**config.mk**
```make
export PLATFORM = sky130hd
export DESIGN_NAME = elevator_controller
export DESIGN_NICKNAME = d
export VERILOG_FILES = /design/src/rtl/elevator_controller.sv
export SDC_FILE = /design/constraint.sdc
export NUM_CORES = 1
export LEC_CHECK = 0
export ABC_CLOCK_PERIOD_IN_PS = 2800
export BUFFER_PORTS_ARGS = -buffer_cell sky130_fd_sc_hd__buf_2
export CAP_MARGIN = 10
export CORE_MARGIN = 2
export CORE_UTILIZATION = 55
export CTS_BUF_LIST = sky130_fd_sc_hd__clkbuf_4 sky130_fd_sc_hd__clkbuf_8
export CTS_CLUSTER_SIZE = 28
export DETAILED_ROUTE_END_ITERATION = 8
export HOLD_SLACK_MARGIN = 0.06
export PLACE_DENSITY = 0.81
export SLEW_MARGIN = 20
export SYNTH_ARGS = -nofsm -noshare
export SYNTH_HDL_FRONTEND = slang
export SYNTH_SLANG_ARGS = --single-unit
```
**constraint.sdc**
```tcl
create_clock -name clk -period 2.8 [get_ports clk]
set_input_delay 0.14 -clock clk [delete_from_list [all_inputs] [get_ports clk]]
set_output_delay 0.14 -clock clk [all_outputs]
set_load 0.02 [all_outputs]
```
**src/rtl/elevator_controller.sv**
```systemverilog
// Elevator car controller: latches floor calls, serves them with a collective
// (SCAN) policy, times floor-to-floor travel and the door hold, and drives the
// registered floor code / hold flag consumed by the floor display.
module elevator_controller #(
  parameter int NUM_FLOORS = 5,   // floors 0..NUM_FLOORS-1, at most 5
  parameter int MOVE_TICKS = 50,  // cycles to travel one floor (>= 2)
  parameter int HOLD_TICKS = 30   // cycles the door is held open (>= 1)
) (
  input  logic                  clk,
  input  logic                  reset,
  input  logic [NUM_FLOORS-1:0] req,
  output logic [2:0]            state,
  output logic                  hold,
  output logic                  moving_up,
  output logic                  moving_down,
  output logic [NUM_FLOORS-1:0] pending
);

  localparam int TMAX = (MOVE_TICKS > HOLD_TICKS) ? MOVE_TICKS : HOLD_TICKS;
  localparam int TW   = $clog2(TMAX + 1);
  localparam logic [TW-1:0] MOVE_LAST = TW'(MOVE_TICKS - 1);
  localparam logic [TW-1:0] HOLD_LAST = TW'(HOLD_TICKS - 1);
  localparam logic [2:0]    TOP       = 3'(NUM_FLOORS - 1);

  typedef enum logic [1:0] {IDLE, MOVE_UP, MOVE_DOWN, DOOR_HOLD} fsm_t;

  // One-hot bit for floor f (loop compare keeps index widths independent of NUM_FLOORS).
  function automatic logic [NUM_FLOORS-1:0] floor_bit(input logic [2:0] f);
    logic [NUM_FLOORS-1:0] m;
    m = '0;
    for (int i = 0; i < NUM_FLOORS; i++) if (3'(i) == f) m[i] = 1'b1;
    return m;
  endfunction

  // All floors strictly above f.
  function automatic logic [NUM_FLOORS-1:0] above_mask(input logic [2:0] f);
    logic [NUM_FLOORS-1:0] m;
    m = '0;
    for (int i = 0; i < NUM_FLOORS; i++) if (3'(i) > f) m[i] = 1'b1;
    return m;
  endfunction

  // All floors strictly below f.
  function automatic logic [NUM_FLOORS-1:0] below_mask(input logic [2:0] f);
    logic [NUM_FLOORS-1:0] m;
    m = '0;
    for (int i = 0; i < NUM_FLOORS; i++) if (3'(i) < f) m[i] = 1'b1;
    return m;
  endfunction

  fsm_t                  fsm_q, fsm_d;
  logic                  dir_q, dir_d;        // 1 = up, 0 = down (last travel direction)
  logic [TW-1:0]         timer_q, timer_d;
  logic [2:0]            state_q, state_d;
  logic [NUM_FLOORS-1:0] pending_q, pending_d;
  logic                  hold_q, moving_up_q, moving_down_q;

  logic [NUM_FLOORS-1:0] here, clear, req_eff;
  logic                  up_calls, dn_calls;
  logic [2:0]            nxt_up, nxt_dn;

  // Next-state: SCAN policy, travel/hold timing, call latch with served-bit clear.
  always_comb begin
    fsm_d    = fsm_q;
    dir_d    = dir_q;
    timer_d  = timer_q;
    state_d  = state_q;
    clear    = '0;
    req_eff  = req;
    here     = floor_bit(state_q);
    up_calls = |(pending_q & above_mask(state_q));
    dn_calls = |(pending_q & below_mask(state_q));
    nxt_up   = state_q + 3'd1;
    nxt_dn   = state_q - 3'd1;

    case (fsm_q)
      IDLE: begin
        timer_d = '0;
        if (|(pending_q & here)) begin
          fsm_d = DOOR_HOLD;
          clear = here;
        end else if (up_calls && (dir_q || !dn_calls)) begin
          fsm_d = MOVE_UP;
          dir_d = 1'b1;
        end else if (dn_calls) begin
          fsm_d = MOVE_DOWN;
          dir_d = 1'b0;
        end
      end

      MOVE_UP: begin
        if (timer_q == MOVE_LAST) begin
          timer_d = '0;
          if (state_q == TOP) begin
            fsm_d = IDLE;                      // never step past the top floor
          end else begin
            state_d = nxt_up;
            if (|(pending_q & floor_bit(nxt_up))) begin
              fsm_d = DOOR_HOLD;
              clear = floor_bit(nxt_up);
            end else if (!(|(pending_q & above_mask(nxt_up)))) begin
              fsm_d = IDLE;
            end
          end
        end else begin
          timer_d = timer_q + 1'b1;
        end
      end

      MOVE_DOWN: begin
        if (timer_q == MOVE_LAST) begin
          timer_d = '0;
          if (state_q == 3'd0) begin
            fsm_d = IDLE;                      // never step below floor 0
          end else begin
            state_d = nxt_dn;
            if (|(pending_q & floor_bit(nxt_dn))) begin
              fsm_d = DOOR_HOLD;
              clear = floor_bit(nxt_dn);
            end else if (!(|(pending_q & below_mask(nxt_dn)))) begin
              fsm_d = IDLE;
            end
          end
        end else begin
          timer_d = timer_q + 1'b1;
        end
      end

      DOOR_HOLD: begin
        // A press at the open floor only extends the hold; it is never latched.
        req_eff = req & ~here;
        if (|(req & here)) begin
          timer_d = '0;
        end else if (timer_q == HOLD_LAST) begin
          fsm_d   = IDLE;
          timer_d = '0;
        end else begin
          timer_d = timer_q + 1'b1;
        end
      end

      default: begin
        fsm_d   = IDLE;
        timer_d = '0;
      end
    endcase

    pending_d = (pending_q | req_eff) & ~clear;
  end

  // State register; outputs are decoded from the next state so they are flops.
  always_ff @(posedge clk) begin
    if (reset) begin
      fsm_q         <= IDLE;
      dir_q         <= 1'b1;
      timer_q       <= '0;
      state_q       <= 3'd0;
      pending_q     <= '0;
      hold_q        <= 1'b0;
      moving_up_q   <= 1'b0;
      moving_down_q <= 1'b0;
    end else begin
      fsm_q         <= fsm_d;
      dir_q         <= dir_d;
      timer_q       <= timer_d;
      state_q       <= state_d;
      pending_q     <= pending_d;
      hold_q        <= (fsm_d == DOOR_HOLD);
      moving_up_q   <= (fsm_d == MOVE_UP);
      moving_down_q <= (fsm_d == MOVE_DOWN);
    end
  end

  assign state       = state_q;
  assign hold        = hold_q;
  assign moving_up   = moving_up_q;
  assign moving_down = moving_down_q;
  assign pending     = pending_q;

endmodule

```
==> summary.md, run 1 <==
| Metric | Value |
|---|---|
| Routed WL | `4.63 mm` |
| Largest net degree at the start of global routing | `19` |
| Slowest cell on crit path | `a2111oi_2` |
| Gr usage total | `26.4%` |
| Worst slew margin | `61.7%` |
| Global-route wire length before repair | `7.41 mm` |
| Syn-to-layout area delta | `8.01%` |
| Chip Height | `61.6 microns` |
| GRT met3 Usage | `6.93%` |
| Row Count | `20` |
| Worst hold stages | `3` |
| Reg2reg start | `state[0]` |
| Maximum fanout along the worst path | `18` |
| Vias per inst | `6.24` |
| Vias | `1761` |
| Initial antenna violation count | `0` |
| Worst-path clk slew | `0.14 ns` |
| Status | `complete, no violations` |
| Warnings, synthesis | `0` |
| Hold EP | `pending[4]` |
| Ant. Diodes | `0` |
| CP top delay family | `simple AND/OR/NAND/NOR gates` |
| Layout net count | `259` |
| Top FF cell, synth | `dfxtp_1` |
| Crit-path max cell delay | `0.51 ns` |
| CTS Hold Bufs | `0` |
| FMAX | `0.392 GHz` |
| Sequential area share after synthesis | `21.9%` |
| Slew @ Worst Pin | `0.574 ns` |
| Hold path start | `req[4]` |
| DRC errors left | `0` |
| WP buf/inv | `1` |
| Startpoint Class | `flop` |
| GR peak layer | `met2` |
| GR met1 Demand/Resource | `36.0%` |
| H-tree depth | `1` |
| CP Cell Sequence | `buf_4 -> ha_1 -> nand2_1 -> a2111oi_2 -> nand3_1 -> or3_1 -> a21oi_1 -> a2111oi_0` |
| Core region area | `3100 sq um` |
| Max VDD drop | `0.635 mV` |
| Critical Path End Type | `flop` |
| Library cells used by synthesis | `62` |
| Final hold slack | `0.140 ns` |
| Vias in the first global route | `1548` |
| Worst R2R End | `pending[0]` |
| Cells on worst reg2reg path | `8` |
| Detailed placer's ending HPWL | `3.36 mm` |
| Skew final | `0.0122 ns` |
| Proportion of layout cells with a drive suffix above 1 | `18.9%` |
| Post-synth EDFFs | `0` |
| GP Congestion | `0.923` |
| Post-route minimum period | `2.55 ns` |
| CP Data Required Time | `3.00 ns` |
| Global route total overflow | `0` |
| Clock sink count | `20` |
| CTS root buf | `clkbuf_4` |
| R2R Setup Slk | `0.25 ns` |
| CTS tree | `built` |
| # IOs | `18` |
| Max Cap Viol | `0` |
| Synth Register Bits | `20` |
| Final hold vios | `0` |
| Clock buffer depth | `2` |
| Max Slew Vio Count | `0` |
| Postcts setup bufs | `0` |
| Hold crit path type | `primary input to flop` |
| Total CTS buffers | `3` |
| Detail Route Antenna Nets | `0` |
| Initial Util | `58.9%` |
| Met2 Resource Use GR | `42.0%` |
| IO buf count | `17` |
| Worst skew pair latency | `0.32 ns` |
| Net Count, Synth | `251` |
| DRT iter0 DRCs | `169` |
| Post-CTS sizing | `0` |
| Mean routed wirelength per cell | `16.4 microns` |
| Detailed Routing Iterations Pass 1 | `4` |
| Cell count after synthesis | `231` |
| Period utilization | `91.1%` |
| Die Wd | `61.6 microns` |
| Arrival @ worst endpoint | `2.75 ns` |
| Die ar. | `3800 sq um` |
| Cell area after synthesis | `1830 sq um` |
| Cell Pwr Density | `837 nW/um^2` |
| Fin Setup TNS | `0 ns` |
| Unrepaired setup endpoints after global routing | `false` |
| Post-layout util | `63.6%` |
| Critical path class | `flop to flop` |
| # setup viols final | `0` |
| Syn Area/Cell | `7.91 sq um` |
| Leakage power | `0.746 nW` |
| Async SR Flop Fraction | `0%` |
[cells in the final DEF (no fill, tap or decap), types with 4 or more instances in the layout]
cell type   n
a21oi_1    15
a22oi_1     4
buf_2      17
buf_4       6
dfxtp_1    20
ha_1       13
inv_1       9
nand2_1    18
nand3_1    11
nor2_1     17
nor2b_1     9
nor3_1      4
o211ai_1    6
o21ai_0     7
xnor2_1     6
xor2_1      4
[cell families after synthesis]
family                     after synthesis  synth area share [%]
muxes                                    4                  2.26
DFF                                     20                  21.9
adders and majority gates               13                  8.90
xor gates and xnor gates                11                  5.68
and+or+nand+nor                         88                  27.6
buffers and inverters                   30                  7.05
AOI/OAI and AO/OA                       65                  26.6
[power breakdown]
part | switching [mW] | internal (mW) | total (mW)
sequential | 0.0766 | 0.336 | 0.413
combinational | 0.595 | 0.392 | 0.987
clock | 0.107 | 0.145 | 0.251
total | 0.778 | 0.873 | 1.65
[worst max-delay path by stage]
stage                       endpoint      from  cells past startpoint
final                     pending[0]  state[0]                      8
after global routing      pending[0]  state[0]                      8
after CTS                 pending[0]  state[0]                      8
after detailed placement  pending[0]  state[0]                      8
after global placement    pending[0]  state[0]                      8
after floorplan            moving_up  state[1]                     10
[worst register-to-register path, cell delays in order (launching register included)]
cell and delay [ns]:
dfxtp_1 0.35, buf_4 0.24, ha_1 0.38, nand2_1 0.11
a2111oi_2 0.51, nand3_1 0.26, or3_1 0.36, a21oi_1 0.13
a2111oi_0 0.09
[synthesized netlist by cell type, drive strengths merged, types with 5 or more instances]
library cell | number | area share, %
o211ai | 8 | 3.8
nor3 | 5 | 1.6
o21ai | 7 | 1.9
a21oi | 15 | 4.1
nand2 | 18 | 3.7
dfxtp | 20 | 22
buf | 8 | 2.5
inv | 10 | 2.1
nand3 | 11 | 3.0
xnor2 | 7 | 3.8
ha | 13 | 8.9
clkbuf | 12 | 2.5
nor2b | 9 | 3.1
nor2 | 17 | 3.5
[metrics by stage]
stage | instance area [sq um] | power, mW | setup WS (ns) | instances
floorplan | 1830 | 1.16 | 0.197 | 231
global placement | 1920 | 1.37 | 0.340 | 278
detailed placement | 1920 | 1.38 | 0.297 | 278
CTS | 1970 | 1.64 | 0.267 | 282
global route | 1970 | 1.75 | 0.0710 | 282
finish | 1970 | 1.65 | 0.250 | 282
[sequential cells by signal, indices dropped and copies added (netlist names)]
register and cells:
dir_q 1, fsm_q 2, hold 1, moving_down 1, moving_up 1, pending 5
state 3, timer_q 6
[routing by layer]
layer / up-vias / part of all wire, %
li1: 856 / -
met1: 823 / 43
met2: 72 / 47
met3: 10 / 8.4
met4: 0 / 1.8
met5: - / 0
[final cells by class]
| cell class | count | area [sq um] |
|---|---|---|
| clock buffer | 3 | 22.5 |
| clock inverter | 1 | 30.0 |
| fill | 301 | 1130 |
| tap | 44 | 55.1 |
| sequential | 20 | 400 |
| multi-input combinational | 181 | 1300 |
| inverter | 10 | 37.5 |
| timing repair buffer | 23 | 130 |
(Power assumes the default switching activity.)
==> run 2, diff against run 1 <==
- ABC_CLOCK_PERIOD_IN_PS: 2800 -> 2900
- clock period: 2.8 -> 2.9 ns (I/O delays scaled with it)
==> run 2 against run 1 <==
Compared with the run above: clock power is 47% lower; die area did not move; highest routed layer unchanged; critical endpoint unchanged; largest power group unchanged; flip-flop and latch count unchanged; utilization is 0.97 points lower.
==> summary.md, run 2 (synthesized netlist as in run 1, its figures left out) <==
| Metric | Value |
|---|---|
| Period utilization | `89.9%` |
| CP Data Required Time | `3.07 ns` |
| Design Power | `1.48 mW` |
| H-tree depth | `1` |
| R2R Setup Slk | `0.29 ns` |
| Fin Setup TNS | `0 ns` |
| Postcts setup bufs | `0` |
| Global-route wire length before repair | `7.53 mm` |
| Chip Height | `61.6 microns` |
| Die Wd | `61.6 microns` |
| Finished Layout Cells | `281` |
| Worst-path clk slew | `0.11 ns` |
| Global route total overflow | `0` |
| Final hold vios | `0` |
| Skew final | `0.00482 ns` |
| FMAX | `0.383 GHz` |
| Most frequent cells in the layout | `dfxtp_1, nand2_1, nor2_1, buf_2, a21oi_1` |
| Detailed Routing Iterations Pass 1 | `5` |
| Status | `complete, no violations` |
| CTS root buf | `clkbuf_4` |
| Core region area | `3100 sq um` |
| Post-CTS sizing | `0` |
| CTS tree | `built` |
| Dpl cells | `278` |
| Max Cap Viol | `0` |
| Largest Register | `timer_q` |
| Reg2reg start | `state[0]` |
| Critical Path End Type | `flop` |
| DRT iter0 DRCs | `190` |
| Startpoint Class | `flop` |
| Worst R2R End | `pending[0]` |
| Critical path class | `flop to flop` |
| Cell Pwr Density | `763 nW/um^2` |
| Maximum fanout along the worst path | `18` |
| Detailed placer's ending HPWL | `3.38 mm` |
| Crit-path max cell delay | `0.54 ns` |
| Largest register FFs | `6` |
| Clock sink count | `20` |
| IO buf count | `17` |
| CTS Hold Bufs | `0` |
| Layout net count | `259` |
| Max Slew Vio Count | `0` |
| Vias per inst | `6.41` |
| GP Congestion | `0.924` |
| Hold crit path type | `primary input to flop` |
| Worst hold stages | `3` |
| CP Cell Sequence | `buf_4 -> ha_1 -> nand2_1 -> a2111oi_2 -> nand3_1 -> or3_1 -> a21oi_1 -> a2111oi_0` |
| Row Count | `20` |
| Slowest cell on crit path | `a2111oi_2` |
| Initial Util | `58.9%` |
| Vias | `1801` |
| Ant. Diodes | `0` |
| Clock buffer depth | `2` |
| Detail Route Antenna Nets | `0` |
| Initial antenna violation count | `0` |
| DRC errors left | `0` |
| Worst slew margin | `57.5%` |
| Post-route minimum period | `2.61 ns` |
| Largest net degree at the start of global routing | `19` |
| Slew @ Worst Pin | `0.636 ns` |
| Mean routed wirelength per cell | `16.6 microns` |
| Arrival @ worst endpoint | `2.78 ns` |
| Routed WL | `4.67 mm` |
| # setup viols final | `0` |
| Cells on worst reg2reg path | `8` |
| Most common cell after layout, fill and taps aside | `dfxtp_1` |
| Hold path start | `req[4]` |
| Vias in the first global route | `1596` |
| Worst skew pair latency | `0.30 ns` |
| Leakage power | `0.731 nW` |
| Syn-to-layout area delta | `6.37%` |
| Total CTS buffers | `3` |
| Die ar. | `3800 sq um` |
| Unrepaired setup endpoints after global routing | `false` |
| Crit path from | `state[0]` |
| Max VDD drop | `0.467 mV` |
| Proportion of layout cells with a drive suffix above 1 | `18.6%` |
| Hold EP | `pending[4]` |
| # IOs | `18` |
| Gr usage total | `26.2%` |
[run 2: cell count changes in the layout (fill, tap and decap cells not counted), sizes merged]
| cell | previous run | this run |
|---|---|---|
| bufinv | 1 | 0 |
[run 2: metrics by stage]
step | cell area (sq um) | util [%] | setup slack (ns) | hold WS, ns
CTS | 1940 | 62.6 | 0.318 | 0.170
detailed placement | 1920 | 61.9 | 0.378 | 0.456
finish | 1940 | 62.6 | 0.292 | 0.186
floorplan | 1830 | - | 0.297 | 0.228
global placement | 1920 | 61.9 | 0.438 | 0.448
global route | 1940 | 62.6 | 0.0926 | 0.186
[run 2: worst max-delay path: cells and delay by family (launching register included)]
| family | cells | cell delay [ns] |
|---|---|---|
| adders and majority gates | 1 | 0.38 |
| and+or+nand+nor | 3 | 0.77 |
| AOI/OAI and AO/OA | 3 | 0.74 |
| buffers and inverters | 1 | 0.24 |
| DFF | 1 | 0.34 |
[run 2: per-layer routing]
metal  part of all wire (%)  GRT usage (%)  vias up  wire (microns)
met4                    2.4           8.81        0             114
li1                       -              -      856               -
met1                     43           36.9      838            2010
met5                      0              0        -               0
met2                     47           41.5       91            2190
met3                    7.6           3.15       16             356
[run 2: final cells by class]
cell class / count / area [sq um]
multi-input combinational: 181 / 1300
fill: 318 / 1160
sequential: 20 / 400
timing repair buffer: 23 / 130
tap: 44 / 55.1
inverter: 10 / 37.5
clock buffer: 3 / 22.5
[run 2: power breakdown]
part,internal [mW],total (mW),switching [mW]
logic,0.378,0.950,0.572
clock network,0.0485,0.133,0.0849
registers,0.325,0.400,0.0753
[run 2: worst max-delay path by stage]
stage	to	slack (ns)	cells after the start
6_report	pending[0]	0.29	8
4_1_cts	pending[0]	0.32	8
3_3_place_gp	pending[0]	0.44	8
2_1_floorplan	moving_up	0.30	10
5_1_grt	hold	0.09	8
3_5_place_dp	pending[0]	0.38	8
